### src/rtl/bcd_countdown_ctrl.sv
// Multi-digit BCD down-counter sequencer: load, prescaled decrement, pause/resume, clear, done.
// Optional macro BCD_CNT_AUTORELOAD_EN: reload the last start value on the terminal tick instead of stopping.
module bcd_countdown_ctrl #(
  parameter int DIGITS   = 2,
  parameter int PRESCALE = 4
) (
  input  logic                clk,
  input  logic                rst,
  input  logic                start,
  input  logic                pause,
  input  logic                clear,
  input  logic [4*DIGITS-1:0] load_val,
  output logic [4*DIGITS-1:0] cnt,
  output logic                busy,
  output logic                done,
  output logic [1:0]          state
);

  // state | meaning
  // IDLE  | cleared, count zero, waiting for start
  // RUN   | prescaler counting, cnt decrements on each tick
  // PAUSE | prescaler and cnt frozen until the next pause pulse
  // DONE  | count reached zero, waiting for start or clear

  localparam int W  = 4 * DIGITS;
  localparam int PW = (PRESCALE > 1) ? $clog2(PRESCALE) : 1;

  typedef enum logic [1:0] {IDLE = 2'd0, RUN = 2'd1, PAUSE = 2'd2, DONE = 2'd3} state_t;

  state_t        st_q, st_nx;
  logic [W-1:0]  cnt_q, cnt_nx;
  logic [PW-1:0] pre_q, pre_nx;
  logic [W-1:0]  load_sat, cnt_dec;
  logic          tick;

  function automatic logic [W-1:0] bcd_sat(input logic [W-1:0] v);
    logic [W-1:0] r;
    r = v;
    for (int i = 0; i < DIGITS; i++)
      if (v[4*i +: 4] > 4'd9) r[4*i +: 4] = 4'd9;
    return r;
  endfunction

  // Ripple borrow from the least significant digit; only used with cnt != 0.
  function automatic logic [W-1:0] bcd_dec(input logic [W-1:0] v);
    logic [W-1:0] r;
    logic         borrow;
    r      = v;
    borrow = 1'b1;
    for (int i = 0; i < DIGITS; i++) begin
      if (borrow) begin
        if (v[4*i +: 4] == 4'd0) begin
          r[4*i +: 4] = 4'd9;
        end else begin
          r[4*i +: 4] = v[4*i +: 4] - 4'd1;
          borrow      = 1'b0;
        end
      end
    end
    return r;
  endfunction

  assign load_sat = bcd_sat(load_val);
  assign cnt_dec  = bcd_dec(cnt_q);
  assign tick     = (pre_q == PW'(PRESCALE - 1));

`ifdef BCD_CNT_AUTORELOAD_EN
  logic [W-1:0] rld_q, rld_nx;
  logic         pulse_q, pulse_nx;
`endif

  always_comb begin
    st_nx  = st_q;
    cnt_nx = cnt_q;
    pre_nx = pre_q;
`ifdef BCD_CNT_AUTORELOAD_EN
    rld_nx   = rld_q;
    pulse_nx = 1'b0;
`endif
    if (clear) begin
      st_nx  = IDLE;
      cnt_nx = '0;
      pre_nx = '0;
    end else if (start) begin
      st_nx  = RUN;
      cnt_nx = load_sat;
      pre_nx = '0;
`ifdef BCD_CNT_AUTORELOAD_EN
      rld_nx = load_sat;
`endif
    end else begin
      case (st_q)
        RUN: begin
          if (cnt_q == '0) begin
            st_nx = DONE;
          end else if (tick) begin
            pre_nx = '0;
            if (cnt_dec == '0) begin
`ifdef BCD_CNT_AUTORELOAD_EN
              cnt_nx   = rld_q;
              pulse_nx = 1'b1;
              if (pause) st_nx = PAUSE;
`else
              cnt_nx = '0;
              st_nx  = DONE;
`endif
            end else begin
              cnt_nx = cnt_dec;
              if (pause) st_nx = PAUSE;
            end
          end else if (pause) begin
            st_nx = PAUSE;
          end else begin
            pre_nx = pre_q + PW'(1);
          end
        end
        PAUSE: if (pause) st_nx = RUN;
        default: ;
      endcase
    end
  end

  always_ff @(posedge clk or posedge rst) begin
    if (rst) begin
      st_q  <= IDLE;
      cnt_q <= '0;
      pre_q <= '0;
    end else begin
      st_q  <= st_nx;
      cnt_q <= cnt_nx;
      pre_q <= pre_nx;
    end
  end

`ifdef BCD_CNT_AUTORELOAD_EN
  always_ff @(posedge clk or posedge rst) begin
    if (rst) begin
      rld_q   <= '0;
      pulse_q <= 1'b0;
    end else begin
      rld_q   <= rld_nx;
      pulse_q <= pulse_nx;
    end
  end
  assign done = (st_q == DONE) || pulse_q;
`else
  assign done = (st_q == DONE);
`endif

  assign cnt   = cnt_q;
  assign busy  = (st_q == RUN) || (st_q == PAUSE);
  assign state = st_q;

endmodule

### config.mk
export PLATFORM = sky130hd
export DESIGN_NAME = bcd_countdown_ctrl
export DESIGN_NICKNAME = d
export VERILOG_FILES = /design/src/rtl/bcd_countdown_ctrl.sv
export SDC_FILE = /design/constraint.sdc
export NUM_CORES = 1
export LEC_CHECK = 0
export BUFFER_PORTS_ARGS = -buffer_cell sky130_fd_sc_hd__buf_4
export CORE_AREA = 2 2 49 51
export DETAILED_ROUTE_END_ITERATION = 10
export DIE_AREA = 0 0 51 53
export PLACE_DENSITY = 0.75
export SLEW_MARGIN = 20
export SYNTH_ARGS = -nofsm -noshare
export SYNTH_HDL_FRONTEND = slang
export SYNTH_SLANG_ARGS = --single-unit
### constraint.sdc
create_clock -name clk -period 1.8 [get_ports clk]
set_clock_uncertainty 0.2 [all_clocks]
set_input_delay 0.27 -clock clk [delete_from_list [all_inputs] [get_ports clk]]
set_output_delay 0.27 -clock clk [all_outputs]
set_load 0.02 [all_outputs]
# Yosys cells after proc, flatten, opt, wreduce, memory -nomap -nowiden
# Index checks and enable logic that the tools add are counted.
dict set report classes {
  addsub 3
  n_lt_le_gt_ge 2
  n_eq_ne 7
  muxes 26
  n_reduce_logical 11
}
# cell n
set op_table {}
lappend op_table {{8-bit 2-to-1 mux} 6}
lappend op_table {{2-bit 2-to-1 mux} 13}
lappend op_table {{4-bit 2-to-1 mux} 5}
lappend op_table {{8-bit zero test} 2}
lappend op_table {{4-bit greater-than comparator (second input constant)} 2}
lappend op_table {{4-bit zero test} 2}
lappend op_table {{4-bit by 1-bit subtractor with 4-bit output (second input constant)} 2}
lappend op_table {{2-bit == test (second input constant)} 3}
lappend op_table {{3-bit AND reduction} 2}
lappend op_table {{3-bit nonzero test} 2}
lappend op_table {{4-bit by 2-bit inequality test with 1-bit output (second input constant)} 1}
lappend op_table {{4-bit inequality test (second input constant)} 1}
lappend op_table {{2-bit one-hot mux with 2 select lines} 1}
lappend op_table {{4-bit nonzero test} 1}
lappend op_table {{3-bit inequality test (second input constant)} 1}
lappend op_table {{2-bit by 1-bit adder with 2-bit output (second input constant)} 1}
lappend op_table {{2-bit by 1-bit == test with 1-bit output (second input constant)} 1}
lappend op_table {{2-bit AND reduction} 1}
lappend op_table {{1-bit logical OR} 1}
lappend op_table {{1-bit 2-to-1 mux} 1}
dict set report totals {
  ff_bits 12
  inputBits 13
  out_inout_bits 12
}

# Longest topological paths before layout
# Gate-level depths: netlist (run 1).
dict set report logic_depth {
  depth_word 10
  mapped_depth 6
  depth_no_buf 6
}

# Worst setup path after synthesis (run 1)
# OpenSTA, ideal clock, no wires.
dict set report synth_path {
  path_type {flip-flop to flip-flop}
  from {register cnt_q[0] (netlist: cnt[0])}
  to {register cnt_q[3] (netlist: cnt[3])}
  setup_ns 0.096
  t_arrival_ns 1.760
  setup_slack_ns -0.256
  stages_incl_launch_ff 5
  n_path_buf 1
  synth_period_minus_slack_ns 2.056
  path_cell_list {dfrtp_1 -> buf_6 -> or4_4 -> or3_1 -> a311oi_2}
}
dict set report synth_between {
  elab_chain_len 10
  word_cells_on_any_way 15
  classes_between {1 x add/sub; 1 x eq/ne; 9 x mux; 4 x reduce/logical}
}
# element line
set synth_rtl {}
lappend synth_rtl {{from (decl)} 31} ;# logic [W-1:0] cnt_q, cnt_nx;
lappend synth_rtl {{from (signal assigned)} 130} ;# cnt_q <= cnt_nx;
lappend synth_rtl {{branches (longest 10 deep; another with 4-bit by 1-bit subtractor with 4-bit output)} n/a}
# Several ways; the timed one is not identified. The select of a mux whose other input is x is not followed.
# A chain may end at the register's enable or synchronous reset.

# Worst setup path in the final report (run 1)
dict set report layout_path {
  from {register cnt_q[1] (netlist: cnt[1])}
  to {register cnt_q[3] (netlist: cnt[3])}
}
# Same word-level chain as after synthesis.

==> results.md, run 1 <==
* Worst Setup Start Kind: flip-flop
* Seq/Total Area, Yosys at 32.2%
* Avg Cell Area, Syn at 8.40 um^2
* Endpoints failing hold at 0
* P per Cell Area at 644 nW/um^2
* Largest net degree at the start of global routing at 14
* Synth Warn # at 0
* Synth unique cells at 43
* Total number of vias at 1092
* ANT nets after route at 0
* R2R cell count at 3
* Synth top area cells: dfrtp_1 32%, ha_1 6.7%, inv_1 4.8%
* Worst setup EP type: flip-flop
* Reg2reg end: cnt[3]
* Worst hold stages at 2
* GRT Total Usage at 23.7%
* CTS Root Buffer Type: clkbuf_4
* Crit path kind: reg2reg
* Crit-path slowest cell: or4_4
* Drt total wl at 2950 um
* Post-route minimum period at 1.86 ns
* Die Wd at 51 um
* Placer Congestion at 0.838
* Area leader, netlist: dfrtp_1
* Crit path DAT at 1.84 ns
* Reg2reg start: cnt[1]
* Fmax at 538 MHz
* CTS HTree Levels at 1
* Violated checks: setup timing
* Number of synthesized flops with an enable pin at 0
* Synth Register Bits at 12
* Port bufs at 24
* CP max FO at 5
* RSZ-0062 raised after global routing: true
* Final period utilization at 103%
* Placeable Area at 2150 um^2
* Layout cells sized above 1 at 47.1%
* Setup_tns at -0.0836 ns
* Via density per instance at 5.90
* Post-DP HPWL at 2100 um
* Cell breakdown of the critical path: or4_4 > or3_4 > a311oi_2
* Max Cap Violations at 0
* Run status: finished, violations left
* Yosys top cell area share at 32.2%
* Row cnt at 17
* Post-Syn Area at 932 um^2
* Hold WC Path Type: in2reg
* Pre-CTS setup slack at -0.0837 ns
* Crit-path max cell delay at 0.57 ns
* Starting density of the core at 43.4%
* Hold EP: cnt[1]
* Drt pass-1 iters at 4
* Die area at 2700 um^2
* Slew Viols, Final at 0
* Final setup margin at -0.0579 ns
* IO Count at 25
* WL/cell at 15.9 um
* Slew of the pin with the lowest slew margin at 0.487 ns
* Hold Slack at 0.0560 ns
* Leakage power total at 0.643 nW
* Ys flop type: dfrtp_1
* Ys async rst share at 100%
* VDD IR max at 0.355 mV
* Initial antenna violation count at 0
* WP data required at 1.78 ns
* CTS sink cnt at 12
* Syn Inst Count at 111
* Global-route wire length before repair at 4660 um
* Syn_nets at 129
* CTS tree: built
* Clock buffer depth at 2
* Nets@finish at 177
* Worst-path clk slew at 0.08 ns
* Worst slew margin at 67.5%
* HP Start: clear
* Vias in the first global route at 1017
* Reg2reg setup slack at -0.06 ns
* Area growth, synth to finish at 53.8%
* Die H at 53 um
* Fin util at 66.7%
* Setup violators final at 2
* Drc violations at 0
* CTS Buf Count at 3
* Clock Latency Late Sink at 0.27 ns
* GRT overflow at 0
* Antenna cells at 0
* DR iter-0 viols at 48
* Total power at 0.923 mW
Yosys cell counts (3+ instances only):
master	n
dfrtp_1	12
inv_1	12
nor2_1	8
nor3_1	7
a21oi_1	6
nand2_1	6
ha_1	5
nand3_1	5
a31oi_1	4
o21ai_0	4
nand2b_1	3
o211ai_1	3
o22ai_1	3
layer usage:
layer	vias to the layer above	track usage, %	part of all wire [%]
met5	-	0	0
met2	45	39.4	50
met4	0	14.0	2.7
met1	529	29.9	41
li1	512	-	-
met3	6	1.98	5.8
where the power goes:
part / total [mW] / internal (mW) / switching, mW
Combinational: 0.438 / 0.215 / 0.223
Sequential: 0.313 / 0.291 / 0.0215
Clock: 0.172 / 0.0775 / 0.0945
Total: 0.923 / 0.584 / 0.339
registers in the layout (all words and copies together), names as in the netlist:
signal / count
cnt: 8
state: 2
pre_q: 2
logic make-up after synthesis:
family | synth area share (%)
AOI/OAI and AO/OA | 29.5
xor gates and xnor gates | 0.940
adders and majority gates | 6.71
buffers and inverters | 7.78
DFF | 32.2
muxes | 1.07
and+or+nand+nor | 21.7
layout by cell type (no fill, tap or decap), drive strengths merged, types with 3 or more instances in the layout:
master / instances
nand2: 6
o211ai: 3
a21oi: 7
nor3: 7
nor2: 8
o21ai: 4
ha: 5
a31oi: 4
o22ai: 3
clkbuf: 3
nand2b: 3
inv: 12
buf: 47
nand3: 5
dfrtp: 12
worst max path at each step:
stage,from,endpoint,cells past startpoint
floorplan,cnt[1],cnt[3],4
global placement,cnt[1],cnt[3],3
detailed placement,cnt[1],cnt[3],3
CTS,cnt[1],cnt[3],3
global route,cnt[1],cnt[3],3
finish,cnt[1],cnt[3],3
area by class of cell:
class	instances	area, um^2
sequential	12	305
inverter	12	45.0
clock buffer	3	22.5
tap	28	35.0
multi-input combinational	82	659
timing repair buffer	48	367
fill	191	714
timing repair:
item,4_1_cts,5_1_grt
endpoints found under the hold margin,12,0
buffers inserted,3,1
hold buffers,1,0
gates cloned,0,0
endpoints found under the setup margin,2,11
gates resized for setup,6,8
pin swaps,0,3
worst max-delay path, delay by kind of cell (launching register included):
| kind | cells | cell delay, ns |
|---|---|---|
| and+or+nand+nor | 2 | 0.96 |
| AOI/OAI and AO/OA | 1 | 0.20 |
| DFF | 1 | 0.41 |
per-stage QoR:
stage	instances	area, um^2
after global placement	177	1300
after floorplan	111	977
final	185	1430
after global routing	185	1430
after detailed placement	177	1300
after CTS	184	1380
Power figures use the tool's default switching activity.
==> inputs of run 2 (changes only) <==
--- a/config.mk
+++ b/config.mk
@@ -9,6 +9,7 @@
 export CORE_AREA = 2 2 49 51
 export DETAILED_ROUTE_END_ITERATION = 10
 export DIE_AREA = 0 0 51 53
+export GPL_TIMING_DRIVEN = 0
 export PLACE_DENSITY = 0.75
 export SLEW_MARGIN = 20
 export SYNTH_ARGS = -nofsm -noshare
==> run 2 against run 1 <==
The run still ends with setup timing left. Worst setup slack lost 0.016 ns. Sequential share of layout area shrank 0.81 points. Count of clock-buffer cells in the layout grew 1. Routed wire length grew 3.5%. Non-clock buffer count grew 1. Register-to-register slack lost 0.02 ns. Worst hold slack gained 0.0028 ns. Combinational power grew 11%. Via count grew 1.1%. Core utilization grew 3.5 points. Critical path type unchanged. Largest cell class unchanged. Largest power group unchanged.
==> results.md, run 2 (synthesis gave the netlist of run 1 again) <==
* Run status: finished, violations left
* Violated checks: setup timing
* CP bufs+invs at 0 (unchanged)
* Commonest non-fill, non-tap cell in the layout: buf_4
* WP data required at 1.79 ns (about the same)
* VDD IR max at 0.422 mV (+19%)
* CP max FO at 4 (-1)
* Reg2reg end: cnt[3]
* HP Start: load_val[1]
* Post-route minimum period at 1.87 ns (+0.0156 ns)
* Clock buffer depth at 2 (unchanged)
* Layout cells sized above 1 at 52.2% (+5.1 points)
* Initial antenna violation count at 0 (unchanged)
* WL/cell at 16.3 um (+2.4%)
* Worst Setup Start Kind: flip-flop
* Most frequent cells in the layout: 40 x buf_4, 10 x inv_1, 7 x nor2_1, 7 x dfrtp_2
* Post-DP HPWL at 1750 um (-17%)
* CTS tree: built
* Hold WC Path Type: in2reg
* CTS sink cnt at 12 (unchanged)
* Crit-path slowest cell: or4_4
* Nets@finish at 178 (+0.56%)
* Hold EP: cnt[1]
* Starting density of the core at 43.4% (unchanged)
* Crit path DAT at 1.87 ns (+0.03 ns)
* Crit-path max cell delay at 0.58 ns (about the same)
* GRT Total Usage at 22.1% (-1.6 points)
* Placeable Area at 2150 um^2 (unchanged)
* Drt total wl at 3050 um (+3.5%)
* Worst hold stages at 3 (+1)
* Reg2reg start: cnt[2]
* Total power at 1.03 mW (+12%)
* DR iter-0 viols at 60 (+25%)
* Max reg flops at 8 (unchanged)
* Leakage power total at 0.647 nW (+0.55%)
* IO Count at 25 (unchanged)
* Non-filler cells, final at 187 (+1.1%)
* Worst slew margin at 63.9% (-3.6 points)
* Worst setup EP type: flip-flop
* Setup violators final at 7 (+5)
* P per Cell Area at 683 nW/um^2 (+6.1%)
* Fmax at 534 MHz (-0.83%)
* Max Cap Violations at 0 (unchanged)
* R2R cell count at 3 (unchanged)
* Reg2reg setup slack at -0.07 ns (-0.02 ns)
* Antenna cells at 0 (unchanged)
* Slew of the pin with the lowest slew margin at 0.541 ns (+0.0546 ns)
* Final period utilization at 104% (+0.87 points)
* Port bufs at 24 (unchanged)
* Global-route wire length before repair at 4360 um (-6.5%)
* Slew Viols, Final at 0 (unchanged)
* Placer Congestion at 0.843 (+0.58%)
* Die area at 2700 um^2 (unchanged)
* Die Wd at 51 um (unchanged)
* CTS HTree Levels at 1 (unchanged)
* Drc violations at 0 (unchanged)
* Vias in the first global route at 1003 (-1.4%)
* CTS Root Buffer Type: clkbuf_4
* Crit path kind: reg2reg
* Drt pass-1 iters at 4 (unchanged)
* Worst-path clk slew at 0.08 ns (about the same)
* Via density per instance at 5.90 (about the same)
* Area growth, synth to finish at 61.9%
* DP Area at 1190 um^2 (-8.2%)
* Setup_tns at -0.212 ns (-0.128 ns)
* Final setup margin at -0.0735 ns (-0.0156 ns)
* Total number of vias at 1104 (+1.1%)
* Post-route cell area at 1510 um^2 (+5.2%)
* CP delay by family, top: simple AND/OR/NAND/NOR gates
* CTS Buf Count at 3 (unchanged)
* Placed Instances at 163 (-7.9%)
* Row cnt at 17 (unchanged)
* Cell breakdown of the critical path: or4_4 > or3_4 > a311oi_2
* Die H at 53 um (unchanged)
* Endpoints failing hold at 0 (unchanged)
* GRT overflow at 0 (unchanged)
* Largest net degree at the start of global routing at 13 (-1)
* Clock Latency Late Sink at 0.28 ns (about the same)
* RSZ-0062 raised after global routing: true
* ANT nets after route at 0 (unchanged)
## run 2: cell types whose count changed in the layout (fill, tap and decap cells not counted), sizes merged
cell	delta
clkbuf	+2
## run 2: worst min-delay path: cells and delay by family
family | cells | cell delay (ns)
simple gates | 1 | 0.07
buf+inv | 1 | 0.12
compound gates | 1 | 0.06
## run 2: per-layer routing
layer / global-route usage (%) / vias up / routed length, um
li1: - / 511 / -
met1: 26.2 / 537 / 1320
met2: 37.4 / 47 / 1520
met3: 3.39 / 9 / 145
met4: 13.5 / 0 / 72
met5: 0 / - / 0
## run 2: cell type report
| class | count | area (um^2) |
|---|---|---|
| multi-input combinational | 82 | 706 |
| fill | 156 | 639 |
| timing repair buffer | 46 | 367 |
| sequential | 12 | 309 |
| inverter | 12 | 45.0 |
| clock buffer | 4 | 36.3 |
| tap | 28 | 35.0 |
| buffer | 3 | 11.3 |
## run 2: repair_timing
action | 4_1_cts | 5_1_grt
setup buffers | 18 | 3
setup endpoints to repair | 12 | 13
resized for setup | 9 | 21
hold endpoints to repair | 12 | 0
cloned | 0 | 0
hold buffers | 1 | 0
pin swaps | 7 | 11
## run 2: worst max path at each step
stage | cells after the start | startpoint | to | slack, ns
2_1_floorplan | 4 | cnt[1] | cnt[3] | -0.19
3_3_place_gp | 5 | cnt[0] | cnt[0] | -0.22
3_5_place_dp | 4 | cnt[1] | cnt[3] | -0.20
4_1_cts | 3 | cnt[0] | cnt[3] | -0.10
5_1_grt | 6 | state[1] | cnt[1] | -0.11
6_report | 3 | cnt[2] | cnt[3] | -0.07
## run 2: power breakdown
part | internal, mW | switching [mW]
logic | 0.243 | 0.241
registers | 0.292 | 0.0283
clock network | 0.123 | 0.104
## run 2: through the flow
stage / setup slack (ns) / hold WS [ns] / utilization, %
floorplan: -0.192 / -0.0656 / -
global placement: -0.224 / 0.123 / 55.5
detailed placement: -0.195 / 0.122 / 55.5
CTS: -0.100 / 0.0561 / 64.6
global route: -0.113 / 0.0453 / 70.2
finish: -0.0735 / 0.0588 / 70.2
